### src/rtl/ep2_port_demux_if.sv
// EP2 demux bus interface: the upstream byte stream (valid/ready) and the
// four-port write-FIFO side of ep2_port_demux, bundled as one port.
interface ep2_port_demux_if #(
    parameter int unsigned NUM_PORTS = 4
);
    logic [7:0]           in_data;
    logic                 in_valid;
    logic                 in_ready;
    logic [7:0]           fifo_data;
    logic [NUM_PORTS-1:0] fifo_write;
    logic [NUM_PORTS-1:0] fifo_full;

    // Demux side: consumes the stream, drives the FIFO write strobes.
    modport slave (
        input  in_data, in_valid, fifo_full,
        output in_ready, fifo_data, fifo_write
    );

    // Environment side: produces the stream, models the FIFOs.
    modport master (
        output in_data, in_valid, fifo_full,
        input  in_ready, fifo_data, fifo_write
    );
endinterface

### src/rtl/ep2_port_demux.sv
// EP2 host-stream port demultiplexer.
// Parses packets of the form {header, LEN_HI, LEN_LO, N payload bytes} and
// steers each payload byte to the write FIFO named by header[1:0], keeping a
// wrapping per-port payload byte count for the memory arbitrator.
// Optional build macro DEMUX_TIMEOUT_EN: aborts a packet whose input has
// stalled (outside FIFO backpressure) for TIMEOUT_CYCLES cycles.
module ep2_port_demux #(
    parameter int unsigned NUM_PORTS   = 4,
    parameter logic [3:0]  SYNC_NIBBLE = 4'hA,
    parameter int unsigned COUNT_WIDTH = 32
`ifdef DEMUX_TIMEOUT_EN
    ,
    parameter int unsigned TIMEOUT_CYCLES = 65535
`endif
) (
    input  logic                             clk,
    input  logic                             reset,
    ep2_port_demux_if.slave                  bus,
    output logic [NUM_PORTS*COUNT_WIDTH-1:0] write_fifo_byte_counts,
    output logic                             pkt_active,
    output logic [1:0]                       cur_port,
    output logic [7:0]                       err_count,
    output logic                             err_pulse
);

    typedef enum logic [1:0] {
        ST_IDLE,
        ST_LEN_HI,
        ST_LEN_LO,
        ST_PAYLOAD
    } state_e;

    state_e               state_q, state_d;
    logic [15:0]          remaining_q, remaining_d;
    logic [1:0]           cur_port_q, cur_port_d;
    logic                 pkt_active_q, pkt_active_d;
    logic [7:0]           err_count_q, err_count_d;
    logic                 err_pulse_q, err_pulse_d;

    logic                 sel_full;
    logic                 in_ready;
    logic                 xfer;
    logic                 err_event;
    logic [15:0]          len_full;
    logic [NUM_PORTS-1:0] wr_vec;

`ifdef DEMUX_TIMEOUT_EN
    logic [15:0]          idle_cnt_q, idle_cnt_d;
`endif

    // Handshake and zero-latency FIFO path: only payload bytes are steered out.
    always_comb begin
        // NOTE: every output of an always_comb gets a default first, so no
        // path through the block leaves it unassigned and infers a latch.
        sel_full  = bus.fifo_full[cur_port_q];
        in_ready  = (state_q == ST_PAYLOAD) ? !sel_full : 1'b1;
        xfer      = bus.in_valid && in_ready;
        wr_vec    = '0;
        bus.fifo_data = 8'h00;
        if (state_q == ST_PAYLOAD) begin
            bus.fifo_data = bus.in_data;
            if (xfer) begin
                wr_vec = NUM_PORTS'(1) << cur_port_q;
            end
        end
        bus.in_ready   = in_ready;
        bus.fifo_write = wr_vec;
    end

    // Packet parser next-state: header check, length capture, payload countdown.
    always_comb begin
        // NOTE: combinational blocks use blocking '=' so later statements see
        // the updated value; clocked blocks use '<=' so all registers sample
        // the same pre-edge values.
        state_d     = state_q;
        remaining_d = remaining_q;
        cur_port_d  = cur_port_q;
        err_event   = 1'b0;
        len_full    = {remaining_q[15:8], bus.in_data};
`ifdef DEMUX_TIMEOUT_EN
        idle_cnt_d  = idle_cnt_q;
`endif

        unique case (state_q)
            ST_IDLE: begin
                if (xfer) begin
                    if (bus.in_data[7:4] == SYNC_NIBBLE) begin
                        cur_port_d = bus.in_data[1:0];
                        state_d    = ST_LEN_HI;
                    end else begin
                        err_event  = 1'b1;
                    end
                end
            end
            ST_LEN_HI: begin
                if (xfer) begin
                    remaining_d = {bus.in_data, remaining_q[7:0]};
                    state_d     = ST_LEN_LO;
                end
            end
            ST_LEN_LO: begin
                if (xfer) begin
                    remaining_d = len_full;
                    state_d     = (len_full == 16'd0) ? ST_IDLE : ST_PAYLOAD;
                end
            end
            ST_PAYLOAD: begin
                if (xfer) begin
                    remaining_d = remaining_q - 16'd1;
                    if (remaining_q == 16'd1) begin
                        state_d = ST_IDLE;
                    end
                end
            end
            default: state_d = ST_IDLE;
        endcase

`ifdef DEMUX_TIMEOUT_EN
        // Stall watchdog: FIFO backpressure is not the sender's fault, so it
        // neither advances nor clears the idle count.
        if (state_q == ST_IDLE || xfer) begin
            idle_cnt_d = 16'd0;
        end else if (!(state_q == ST_PAYLOAD && sel_full)) begin
            idle_cnt_d = idle_cnt_q + 16'd1;
            if (idle_cnt_d == 16'(TIMEOUT_CYCLES)) begin
                idle_cnt_d  = 16'd0;
                state_d     = ST_IDLE;
                remaining_d = 16'd0;
                err_event   = 1'b1;
            end
        end
`endif

        pkt_active_d = (state_d != ST_IDLE);
        err_pulse_d  = err_event;
        err_count_d  = err_count_q;
        if (err_event && err_count_q != 8'hFF) begin
            err_count_d = err_count_q + 8'd1;
        end
    end

    // Parser state and registered status outputs.
    always_ff @(posedge clk or negedge reset) begin
        // NOTE: every control register has an explicit async reset value; a
        // mid-packet reset must leave nothing of the old packet behind.
        if (!reset) begin
            state_q      <= ST_IDLE;
            remaining_q  <= 16'd0;
            cur_port_q   <= 2'd0;
            pkt_active_q <= 1'b0;
            err_count_q  <= 8'd0;
            err_pulse_q  <= 1'b0;
        end else begin
            state_q      <= state_d;
            remaining_q  <= remaining_d;
            cur_port_q   <= cur_port_d;
            pkt_active_q <= pkt_active_d;
            err_count_q  <= err_count_d;
            err_pulse_q  <= err_pulse_d;
        end
    end

`ifdef DEMUX_TIMEOUT_EN
    // Idle-cycle counter for the stall watchdog.
    always_ff @(posedge clk or negedge reset) begin
        if (!reset) begin
            idle_cnt_q <= 16'd0;
        end else begin
            idle_cnt_q <= idle_cnt_d;
        end
    end
`endif

    // One wrapping payload byte counter per destination port.
    for (genvar p = 0; p < NUM_PORTS; p++) begin : g_port
        logic [COUNT_WIDTH-1:0] cnt_q;

        // Count each byte written to this port's FIFO.
        always_ff @(posedge clk or negedge reset) begin
            if (!reset) begin
                cnt_q <= '0;
            end else if (wr_vec[p]) begin
                cnt_q <= cnt_q + COUNT_WIDTH'(1);
            end
        end

        assign write_fifo_byte_counts[p*COUNT_WIDTH +: COUNT_WIDTH] = cnt_q;
    end

    assign pkt_active = pkt_active_q;
    assign cur_port   = cur_port_q;
    assign err_count  = err_count_q;
    assign err_pulse  = err_pulse_q;

endmodule

### src/flat_wrapper.sv
// flat-port wrapper written by rule: the top's interface ports become plain ports
module ep2_port_demux_flat 
#(
    parameter int unsigned NUM_PORTS   = 4,
    parameter logic [3:0]  SYNC_NIBBLE = 4'hA,
    parameter int unsigned COUNT_WIDTH = 32

)
  (clk, reset, write_fifo_byte_counts, pkt_active, cur_port, err_count, err_pulse, bus_in_data, bus_in_valid, bus_fifo_full, bus_in_ready, bus_fifo_data, bus_fifo_write);
  ep2_port_demux_if #(.NUM_PORTS(NUM_PORTS)) bus_i ();
  input  logic clk;
  input  logic reset;
  output logic [NUM_PORTS*COUNT_WIDTH-1:0] write_fifo_byte_counts;
  output logic pkt_active;
  output logic [1:0] cur_port;
  output logic [7:0] err_count;
  output logic err_pulse;
  input wire logic [$bits(bus_i.in_data)-1:0] bus_in_data;
  input wire logic [$bits(bus_i.in_valid)-1:0] bus_in_valid;
  input wire logic [$bits(bus_i.fifo_full)-1:0] bus_fifo_full;
  output wire logic [$bits(bus_i.in_ready)-1:0] bus_in_ready;
  output wire logic [$bits(bus_i.fifo_data)-1:0] bus_fifo_data;
  output wire logic [$bits(bus_i.fifo_write)-1:0] bus_fifo_write;
  assign bus_i.in_data = bus_in_data;
  assign bus_i.in_valid = bus_in_valid;
  assign bus_i.fifo_full = bus_fifo_full;
  assign bus_in_ready = bus_i.in_ready;
  assign bus_fifo_data = bus_i.fifo_data;
  assign bus_fifo_write = bus_i.fifo_write;
  ep2_port_demux #(.NUM_PORTS(NUM_PORTS), .SYNC_NIBBLE(SYNC_NIBBLE), .COUNT_WIDTH(COUNT_WIDTH)) u_core (.clk(clk), .reset(reset), .bus(bus_i), .write_fifo_byte_counts(write_fifo_byte_counts), .pkt_active(pkt_active), .cur_port(cur_port), .err_count(err_count), .err_pulse(err_pulse));
endmodule
### config.mk
export PLATFORM = sky130hd
export DESIGN_NAME = ep2_port_demux_flat
export DESIGN_NICKNAME = d
export VERILOG_FILES = /design/src/rtl/ep2_port_demux_if.sv /design/src/rtl/ep2_port_demux.sv /design/src/flat_wrapper.sv
export SDC_FILE = /design/constraint.sdc
export NUM_CORES = 1
export LEC_CHECK = 0
export CAP_MARGIN = 20
export CORE_MARGIN = 5
export CORE_UTILIZATION = 30
export CTS_CLUSTER_SIZE = 40
export DETAILED_ROUTE_END_ITERATION = 6
export PLACE_DENSITY_LB_ADDON = 0.3
export RECOVER_POWER = 25
export SYNTH_ARGS = -nofsm -noshare
export SYNTH_HDL_FRONTEND = slang
export SYNTH_SLANG_ARGS = --single-unit
### constraint.sdc
create_clock -name clk -period 3.9 [get_ports clk]
set_clock_uncertainty 0.2 [all_clocks]
set_input_delay 1.17 -clock clk [delete_from_list [all_inputs] [get_ports clk]]
set_output_delay 1.17 -clock clk [all_outputs]
set_load 0.02 [all_outputs]
# --- Word level (Yosys, flattened, before mapping) ---
# Cells that the tools add are included.
# W data, S select, Z words.
op_classes:
  order_cmp: 1
  n_mul: 0
  n_reduce_logical: 11
  shift: 1
  n_addsub: 6
  n_eq_ne: 9
  n_bitwise: 2
  mux: 21
  div: 0
ops:
  columns: ["cell", "n"]
  rows:
  - ["$add A32 B1 Y32 const B", 4]
  - ["$pmux W16 S3", 1]
  - ["$mux W16", 2]
  - ["$eq A16 B1 Y1 const B", 1]
  - ["$logic_not A16 Y1", 1]
  - ["$mux W8", 2]
  - ["$sub A16 B1 Y16 const B", 1]
  - ["$mux W2", 7]
  - ["$add A8 B1 Y8 const B", 1]
  - ["$mux W4", 2]
  - ["$ne A8 B8 Y1 const B", 1]
  - ["$pmux W2 S4", 1]
  - ["$reduce_and A4 Y1", 2]
  - ["$ne A2 B1 Y1 const B", 3]
  - ["$reduce_bool A2 Y1", 3]
  - ["$mux W1", 5]
  - ["$eq A2 B2 Y1 const B", 2]
  - ["$eq A4 B4 Y1 const B", 1]
  - ["$shl A1 B2 Y4 const A", 1]
  - ["$lt A2 B3 Y1 const B", 1]
  - ["$reduce_and A3 Y1", 1]
  - ["$bmux W1 S2", 1]
  - ["$eq A2 B1 Y1 const B", 1]
  - ["$logic_and A1 B1 Y1", 2]
  - ["3 further kinds", 4]
totals:
  ramBits: 0
  regBits: 158
  elab_cells: 62
  inputBits: 15
  latchBits: 0
  mem_bits_ro: 0
  memories: 0

# --- Logic depth before layout (Yosys ltp) ---
depth:
  word_depth: 8
  depth_mapped: 7
  ltp_nobuf: 7

# --- Worst setup path before layout ---
# No wires, ideal clock.
synth_timing:
  kind: "in2out"
  start: "in bus_in_valid"
  end: "out bus_fifo_write[0]"
  arrival_ns: 2.222
  stages: 3
  slack_ns: 0.308
  path_cell_list: "buf_4 nand4b_4 nor3_1"
synth_via:
  elab_chain_cells: 3
synth_lines:
  columns: ["item", "line", "text"]
  rows:
  - ["from (decl)", "flat_wrapper.sv:19", "input wire logic [$bits(bus_i.in_valid)-1:0] bus_in_valid;"]
  - ["$logic_and A1 B1 Y1", "ep2_port_demux.sv:57", "xfer = bus.in_valid && in_ready;"]
  - ["$mux W4", "ep2_port_demux.sv:62", "if (xfer) begin"]
  - ["$mux W4", "ep2_port_demux.sv:60", "if (state_q == ST_PAYLOAD) begin"]
  - ["to (decl)", "flat_wrapper.sv:23", "output wire logic [$bits(bus_i.fifo_write)-1:0] bus_fifo_write;"]
# Every way passes these cells.

# --- Worst setup path after layout ---
layout_timing:
  start: "in bus_fifo_full[2]"
  end: "out bus_in_ready"
layout_via:
  elab_chain_cells: 4
layout_lines:
  columns: ["item", "line", "text"]
  rows:
  - ["from (decl)", "flat_wrapper.sv:20", "input wire logic [$bits(bus_i.fifo_full)-1:0] bus_fifo_full;"]
  - ["$bmux W1 S2", "ep2_port_demux.sv:55", "sel_full = bus.fifo_full[cur_port_q];"]
  - ["$mux W1 (implied by the code)", "ep2_port_demux.sv:55", null]
  - ["$logic_not A1 Y1", "ep2_port_demux.sv:56", "in_ready = (state_q == ST_PAYLOAD) ? !sel_full : 1'b1;"]
  - ["$mux W1", "ep2_port_demux.sv:56", null]
  - ["to (decl)", "flat_wrapper.sv:21", "output wire logic [$bits(bus_i.in_ready)-1:0] bus_in_ready;"]
# Every way passes these cells. The select of a mux whose other input is x is not followed.

==> results.ini <==
[run_status]
outcome=finished, violations left
violations=max-capacitance violations, max-slew violations

[floorplanning]
start_util_pct=30.4
rows=58
dieHeight_um=169
pin_count=168
die_w_um=169
dieArea_sq_mm=0.0286
coreArea_sq_mm=0.0250

[pwr]
power_frac_seq_pct=45.1
clkPwrFrac_pct=43.2
irDropWorstVdd_v=0.000207
p_comb_share_pct=11.7
leakagePower_uw=0.00466
power.internal_uw=2960
p_per_area_mw_per_mm2=390
power_switching_uw=1120
netSwitchingFraction_pct=27.4
finalPower_uw=4080

[timing]
fin_crit_ps=3810
final.period_utilization_pct=97.6
drv_slew=63
relSlewSlack_pct=-12.3
finalHoldViolations=0
setup_viol_count_final=0
rsz0062_at_grt=no
max_freq_mhz=263
tightest_slew_ps=1680
hold_slack_ps=269

[finish]
drive_gt1_share_pct=10.3
fillCellCount=2473
synthToLayoutAreaGrowth_pct=37.6
layoutNonFillerInstCount=1270
final_area_sq_mm=0.0105
nNetsFinal=949
fin_util_pct=41.8
diodes=0

[min_path]
hold_path.class=flop to flop

[synth]
synthDistinctLibCells=52
syn_area_sq_mm=0.00760
synthCells=724
synth_edf_count=0
syn_avg_cell_area_sq_um=10.5
ys_seq_area_share_pct=52.0
ys_async_sr_fraction_pct=100
synth_seq_cells=158
syn-num-nets=746
yosys_warnings=0
synthFlopType=dfrtp_1

[routing]
via_per_inst=4.83
drcViolationCount=0
num_vias=6129
dr.pass1.iters=4
drtAntennaViolNets=0
wirelength_mm=20.5
drtIter0Drc=479
post_drt_wl_per_cell_um=16.1

[cts]
path_clk_slew_ps=60
cts_inserted_buffers=17
clkLatencyLatePin_ps=420
cts_buffer_depth=2
postCtsSetupBuffers=0
cts-root-buf=clkbuf_16
cts_tree=done
clock-sinks=158
htree_levels=4

[placed_design]
gp_congestion=0.889
port_buffers=167
post-dp-hpwl_mm=15.1
dp_cells=1238
place_area_sq_mm=0.00989

[worst_setup_path]
cp_data_arrival_time_ps=2440
cp-end-kind=output pin
crit_type=input port to output pin
r2r_slack_ps=1330
critPathMaxFanout=3
setup.worst_path.start_class=input port
cpPeakStageDelay_ps=510
slowest_stage=mux4_2
path_cells=clkdlybuf4s50_1, mux4_2, nand2_1, buf_2
critical_path_required_ps=2530

[global_route]
antenna_found_initial=1
overflow=0
grt_pass1_wl_mm=34.2
grt_max_degree=64
grt_pass1_vias=6172
gr-usage-all-layers_pct=14.6

[job]
drv_cap=1

-- critical path: cells and delay by family --
family / cells / cell delay, ps
muxes: 1 / 510
and+or+nand+nor: 1 / 100
buffers and inverters: 2 / 660
-- metal layers --
metal	share of wire (%)	wire, um	GRT usage, %
met2	46	9390	22.6
met4	1.2	238	4.20
met3	6.3	1290	4.05
met5	0.064	13	0
met1	47	9520	20.1
-- state kept, by name, indices dropped and copies added (netlist names) --
name	cells
u_core.state_q	2
u_core.err_count	8
u_core.cur_port	2
u_core.g_port.cnt_q	128
u_core.remaining_q	16
u_core.pkt_active	1
u_core.err_pulse	1
-- cell usage after synthesis (all sizes together), types with 3 or more instances --
| cell | n | area (sq um) |
|---|---|---|
| or2 | 3 | 18.8 |
| nor4 | 16 | 194 |
| nand2b | 4 | 25.0 |
| mux2 | 6 | 67.6 |
| buf | 6 | 37.5 |
| inv | 15 | 56.3 |
| or3 | 4 | 25.0 |
| clkbuf | 10 | 37.5 |
| a22oi | 4 | 30.0 |
| nor2 | 56 | 213 |
| nor3 | 30 | 150 |
| and2 | 6 | 37.5 |
| dfrtp | 158 | 3950 |
| o21ai | 27 | 135 |
| a21oi | 10 | 50.1 |
| xor2 | 50 | 438 |
| xnor2 | 81 | 709 |
| ha | 7 | 87.6 |
| a21o | 4 | 30.0 |
| and3 | 30 | 188 |
| nand4 | 39 | 256 |
| nand3 | 41 | 205 |
| and4 | 10 | 87.6 |
| nand2 | 81 | 307 |
-- cells by family after synthesis --
| logic type | after synthesis | share of synthesized area [%] |
|---|---|---|
| DFF | 158 | 52.0 |
| muxes | 9 | 1.45 |
| and+or+nand+nor | 331 | 24.0 |
| adders and majority gates | 7 | 1.15 |
| buffers and inverters | 31 | 1.73 |
| xor gates and xnor gates | 131 | 15.1 |
| AOI/OAI and AO/OA | 57 | 4.53 |
-- repair_timing --
item | in CTS | in global routing
hold buffers | 0 | 0
cloned | 0 | 0
gates resized for setup | 20 | 7
endpoints found under the setup margin | 9 | 5
-- cells in the final DEF, fill, tap and decap left out, types with 5 or more instances in the layout --
master and n:
a21oi_1 10, and2_1 6, and3_1 30, and4_1 10, buf_4 31, clkbuf_16 17, clkdlybuf4s50_1 154, dfrtp_1 158
dlygate4sd2_1 6, ha_1 7, inv_1 15, mux2_2 6, nand2_1 80, nand3_1 41, nand4_1 37, nor2_1 55
nor3_1 28, nor4_1 8, nor4_4 5, o21ai_0 26, xnor2_1 81, xor2_1 50
-- power groups by stage --
stage	registers (uW)	logic (uW)	clock network, uW
after floorplan	1870	240	0
after global placement	1860	483	0
after detailed placement	1860	490	0
after CTS	1830	489	1820
after global routing	1850	537	1880
final	1840	479	1760
-- final cells by class --
class	instances	area (sq um)	area share, %
flip-flops and latches	158	3950	37.8
inverters	15	56.3	0.538
repair buffers	200	1900	18.2
well taps	330	413	3.95
clock buffers	19	433	4.14
multi-input cells	535	3530	33.7
clock inverters	13	176	1.69
-- through the flow --
step | worst slack, ps | setup TNS, ps
finish | 91.9 | 0
global route | 17.9 | 0
CTS | 1.97 | 0
detailed placement | -391 | -1560
global placement | -394 | -1650
floorplan | 308 | 0
-- worst paths after layout --
check                                            from                          to  cells after the start
min in group asynchronous                       reset  u_core.g_port[0].cnt_q[17]                      1
max in group asynchronous                       reset           u_core.state_q[1]                      2
min reg2reg                u_core.g_port[3].cnt_q[31]  u_core.g_port[3].cnt_q[31]                      1
min                        u_core.g_port[3].cnt_q[31]  u_core.g_port[3].cnt_q[31]                      1
max reg2reg                         u_core.state_q[0]  u_core.g_port[1].cnt_q[22]                      6
max                                  bus_fifo_full[2]                bus_in_ready                      4
No activity file was read; power rests on OpenSTA's default activity.
